===== src/rtl/clock_time_ctrl.sv =====
// Timekeeping and time-set controller: hour/minute/second counters advanced
// by a 1 Hz enable, plus a button-driven set mode that edits one field at a
// time, with blink strobe and an idle timeout back to run.
module clock_time_ctrl #(
  parameter int WIDTH_HR    = 5,
  parameter int WIDTH_MIN   = 6,
  parameter int WIDTH_SEC   = 6,
  parameter int SET_TIMEOUT = 30
) (
  input  logic                 clk,
  input  logic                 rst,
  input  logic                 tick_1hz,
  input  logic                 set_btn,
  input  logic                 inc_btn,
  input  logic                 dec_btn,
  output logic [WIDTH_HR-1:0]  cntHr,
  output logic [WIDTH_MIN-1:0] cntMin,
  output logic [WIDTH_SEC-1:0] cntSec,
  output logic [1:0]           field_sel,
  output logic                 blink,
  output logic                 setting
);

  localparam int IDLE_W = $clog2(SET_TIMEOUT + 1);

  localparam logic [WIDTH_HR-1:0]  HR_MAX  = WIDTH_HR'(23);
  localparam logic [WIDTH_MIN-1:0] MIN_MAX = WIDTH_MIN'(59);
  localparam logic [WIDTH_SEC-1:0] SEC_MAX = WIDTH_SEC'(59);
  localparam logic [IDLE_W-1:0]    IDLE_LAST = IDLE_W'(SET_TIMEOUT - 1);

  typedef enum logic [1:0] {
    RUN     = 2'd0,
    SET_HR  = 2'd1,
    SET_MIN = 2'd2,
    SET_SEC = 2'd3
  } state_t;

  state_t state, state_nx;

  logic [WIDTH_HR-1:0]  hr_nx;
  logic [WIDTH_MIN-1:0] min_nx;
  logic [WIDTH_SEC-1:0] sec_nx;
  logic [IDLE_W-1:0]    idle, idle_nx;
  logic                 blink_nx;
  logic                 edit_inc, edit_dec, edit_press;

  // Simultaneous inc and dec cancel each other but still count as a press.
  assign edit_inc   = inc_btn & ~dec_btn;
  assign edit_dec   = dec_btn & ~inc_btn;
  assign edit_press = inc_btn | dec_btn;

  // State register
  always_ff @(posedge clk) begin
    if (rst) state <= RUN;
    else     state <= state_nx;
  end

  // Next state, next time values, blink and idle counter
  always_comb begin
    state_nx = state;
    hr_nx    = cntHr;
    min_nx   = cntMin;
    sec_nx   = cntSec;
    blink_nx = blink;
    idle_nx  = idle;

    unique case (state)
      RUN: begin
        blink_nx = 1'b0;
        idle_nx  = '0;
        if (tick_1hz) begin
          // Out-of-range values are treated as the wrap point.
          if (cntSec >= SEC_MAX) begin
            sec_nx = '0;
            if (cntMin >= MIN_MAX) begin
              min_nx = '0;
              hr_nx  = (cntHr >= HR_MAX) ? '0 : cntHr + 1'b1;
            end else begin
              min_nx = cntMin + 1'b1;
            end
          end else begin
            sec_nx = cntSec + 1'b1;
          end
        end
        if (set_btn) state_nx = SET_HR;
      end

      default: begin
        if (set_btn) begin
          // Field advance wins over any inc/dec in the same cycle.
          idle_nx = '0;
          unique case (state)
            SET_HR:  state_nx = SET_MIN;
            SET_MIN: state_nx = SET_SEC;
            default: state_nx = RUN;
          endcase
          if (state_nx == RUN) blink_nx = 1'b0;
          else if (tick_1hz)   blink_nx = ~blink;
        end else if (edit_press) begin
          idle_nx  = '0;
          blink_nx = 1'b0;
          unique case (state)
            SET_HR: begin
              if (edit_inc) hr_nx = (cntHr >= HR_MAX) ? '0 : cntHr + 1'b1;
              if (edit_dec) hr_nx = (cntHr == '0 || cntHr > HR_MAX) ? HR_MAX : cntHr - 1'b1;
            end
            SET_MIN: begin
              if (edit_inc) min_nx = (cntMin >= MIN_MAX) ? '0 : cntMin + 1'b1;
              if (edit_dec) min_nx = (cntMin == '0 || cntMin > MIN_MAX) ? MIN_MAX : cntMin - 1'b1;
            end
            default: begin
              if (edit_inc) sec_nx = (cntSec >= SEC_MAX) ? '0 : cntSec + 1'b1;
              if (edit_dec) sec_nx = (cntSec == '0 || cntSec > SEC_MAX) ? SEC_MAX : cntSec - 1'b1;
            end
          endcase
        end else if (tick_1hz) begin
          if (idle >= IDLE_LAST) begin
            state_nx = RUN;
            idle_nx  = '0;
            blink_nx = 1'b0;
          end else begin
            idle_nx  = idle + 1'b1;
            blink_nx = ~blink;
          end
        end
      end
    endcase
  end

  // Registered time counters, blink strobe, idle counter and state decode
  always_ff @(posedge clk) begin
    if (rst) begin
      cntHr     <= '0;
      cntMin    <= '0;
      cntSec    <= '0;
      blink     <= 1'b0;
      idle      <= '0;
      field_sel <= 2'd0;
      setting   <= 1'b0;
    end else begin
      cntHr     <= hr_nx;
      cntMin    <= min_nx;
      cntSec    <= sec_nx;
      blink     <= blink_nx;
      idle      <= idle_nx;
      field_sel <= state_nx;
      setting   <= (state_nx != RUN);
    end
  end

endmodule


===== config.mk =====
export PLATFORM = sky130hd
export DESIGN_NAME = clock_time_ctrl
export DESIGN_NICKNAME = d
export VERILOG_FILES = /design/src/rtl/clock_time_ctrl.sv
export SDC_FILE = /design/constraint.sdc
export NUM_CORES = 1
export LEC_CHECK = 0
export BUFFER_PORTS_ARGS = -buffer_cell sky130_fd_sc_hd__buf_2
export CORE_ASPECT_RATIO = 1.4
export CORE_UTILIZATION = 45
export CTS_CLUSTER_SIZE = 28
export DETAILED_ROUTE_END_ITERATION = 10
export GPL_TIMING_DRIVEN = 1
export PLACE_DENSITY = 0.69
export SYNTH_ARGS = -nofsm -noshare
export SYNTH_HDL_FRONTEND = slang
export SYNTH_SLANG_ARGS = --single-unit

===== constraint.sdc =====
create_clock -name clk -period 4.5 [get_ports clk]
set_input_delay 0.9 -clock clk [delete_from_list [all_inputs] [get_ports clk]]
set_output_delay 0.9 -clock clk [all_outputs]
set_load 0.05 [all_outputs]

==> metrics.md <==
| Metric | Value |
|---|---|
| Cts repair resizes | 0 |
| PnR worst setup slack | 2.255 ns |
| RSZ-0062 raised after global routing | false |
| Area of the multi-input gates | 1339 µm² |
| Die W | 58.65 µm |
| Total power draw | 554.1 µW |
| Via count | 1907 |
| CTS tree | yes |
| Critical Path Fanout Max | 9 |
| Max Cap Viol | 0 |
| Critical Path AT | 2.40 ns |
| Dpl ws | 1.965 ns |
| Drt drc | 0 |
| CTS sink count | 26 |
| Required @ worst endpoint | 4.66 ns |
| Clock Latency Late Sink | 0.27 ns |
| Pin count of the biggest net entering global routing | 22 |
| Initial antenna violation count | 0 |
| Worst Skew | 0.003037 ns |
| Die area | 4769 µm² |
| Diodes inserted | 0 |
| Fraction of registers with async set/reset | 0 |
| Std-Cell Rows | 28 |
| FF-to-FF path depth | 7 |
| Slew margin rel. | 0.5645 |
| H-tree lvl count | 1 |
| #FFs+latches synth | 26 |
| Layout area overhead | 7.982% |
| Gr ovfl total | 0 |
| Setup bufs post-CTS | 0 |
| Final TNS setup | 0 ns |
| CP Launch Type | input pin |
| Finished Layout Cells | 331 |
| Top cells by area, synth | dfxtp_1 26%, ha_1 9.3%, a21oi_1 5.2% |
| Status | completed |
| Number of flops mapped to enable cells by yosys | 0 |
| Count leader, synth | nor2_1 |
| Synthesized area | 2022 µm² |
| Yosys Warn Count | 0 |
| Ys flop type | dfxtp_1 |
| Yosys cell types | 57 |
| Core ar. | 4274 µm² |
| Crit path kind | input pin to flop |
| Register area | 520.5 µm² |
| Placed insts | 327 |
| Initial Util | 0.4731 |
| Total GRT Usage | 0.2001 |
| List of most frequent post-synthesis cells | 28 x nor2_1, 26 x dfxtp_1, 21 x a21oi_1 |
| Static Leak | 0.9018 nW |
| Global-route wire length before repair | 7638 µm |
| Layout cell share with drive strength beyond 1 | 0.1550 |
| Sequential share of the synthesized area | 0.2574 |
| Io pins | 27 |
| Detailed Route WL | 4463 µm |
| CTS root buffer | clkbuf_8 |
| Vias per cell | 5.761 |
| 1st-iter DRT viols | 124 |
| GP Congestion | 0.7868 |
| Vias in the first global route | 1671 |
| Worst Max-Slew Pin Slew | 0.6519 ns |
| Max-slew violation count | 0 |
| Critical Path Sink Type | flop |
| Routed WL per cell | 13.48 µm |
| Post-synth top area share | 0.2574 |
| Worst hold path class | flop to flop |
| Peak supply drop | 0.1374 mV |
| Synth Net Count | 278 |
| Mapped Avg Cell Area | 7.867 µm² |
| Fin. Hold Viols | 0 |
| DP Wirelength | 3173 µm |
| Height of the die | 81.31 µm |
| Filler instances | 458 |
| Min cycle time layout | 2.245 ns |
| CTS Buf Count | 3 |
| First-pass detailed-route iteration total | 5 |
| Final setup violation count | 0 |
| Tcrit/Tclk final | 0.4990 |
| Final nets | 293 |
| Power Density | 253.8 nW/µm² |
| Maximum clock rate | 0.4454 GHz |
| Clk slew on worst S/H paths | 0.09 ns |
| IO Port Bufs | 26 |
| Detail Route Antenna Nets | 0 |
| Longest Clk Path Bufs | 2 |
| Hold_buf cts | 0 |
| Hold depth | 2 |
| Syn Inst Count | 257 |
| Dominant cell type by area after synthesis | dfxtp_1 |
## state kept, by name, indices dropped and copies added (netlist names)
register and cells:
setting 1, cntMin 6, idle 5, cntSec 6
field_sel 2, cntHr 5, blink 1
## cell usage in the layout (no fill, tap or decap), types with 2 or more instances in the layout
cell type and n:
a211oi_1 6, a211oi_2 3, a21o_1 3, a21oi_1 21, a31oi_1 4, and3_1 3, buf_2 26, clkbuf_8 4
dfxtp_1 26, ha_1 15, inv_1 15, mux2i_1 2, nand2_1 18, nand2b_1 2, nand3_1 6, nand3b_1 2
nand4_1 6, nor2_1 28, nor2b_1 5, nor3_1 14, o2111ai_2 2, o21ai_0 13, o22ai_1 4, o311a_1 2
o31ai_1 2, or3_1 2, xnor2_1 7, xor2_1 3
## critical path, stage by stage
cell and delay (ns):
buf_2 0.08, inv_1 0.05, ha_1 0.24, nor4b_4 0.40
o21bai_1 0.30, a21oi_1 0.19, o22ai_1 0.09, nor2b_1 0.15
## final timing paths
path                     to          from  slack [ns]
setup / recovery  cntSec[2]       inc_btn        2.25
hold / removal        blink         blink        0.53
setup reg to reg  cntSec[2]  field_sel[0]        2.37
hold reg to reg       blink         blink        0.53
## power breakdown
part	internal, mW	switching (mW)
Clock	0.0784	0.0771
Sequential	0.239	0.0198
Combinational	0.0465	0.0932
## per-stage QoR
stage,cell area (µm²),util,hold WS (ns)
after global placement,2128,0.4980,0.4977
after global routing,2183,0.5108,0.5649
after CTS,2183,0.5108,0.5390
after floorplan,2022,-,0.4794
final,2183,0.5108,0.5350
after detailed placement,2128,0.4980,0.5214
## cells by family (layout without fill, tap and decap cells)
family,after synthesis,count (layout),synth area share
muxes,2,2,0.009901
DFF,26,26,0.2574
and+or+nand+nor,99,99,0.2611
buffers and inverters,32,46,0.08044
adders and majority gates,15,15,0.09282
AOI/OAI and AO/OA,73,73,0.2549
xor gates and xnor gates,10,10,0.04332
## per-layer routing
| metal | vias up | part of all wire | GRT usage |
|---|---|---|---|
| li1 | 961 | - | - |
| met1 | 905 | 0.43 | 0.2461 |
| met2 | 36 | 0.52 | 0.3667 |
| met3 | 5 | 0.032 | 0.02070 |
| met4 | 0 | 0.011 | 0.05000 |
| met5 | - | 0 | 0 |
## area by class of cell
class | count | area share
multi-input combinational | 199 | 0.6132
sequential | 26 | 0.2384
timing repair buffer | 27 | 0.06304
tap | 60 | 0.03438
inverter | 15 | 0.02579
clock buffer | 4 | 0.02521
(Power assumes the default switching activity.)
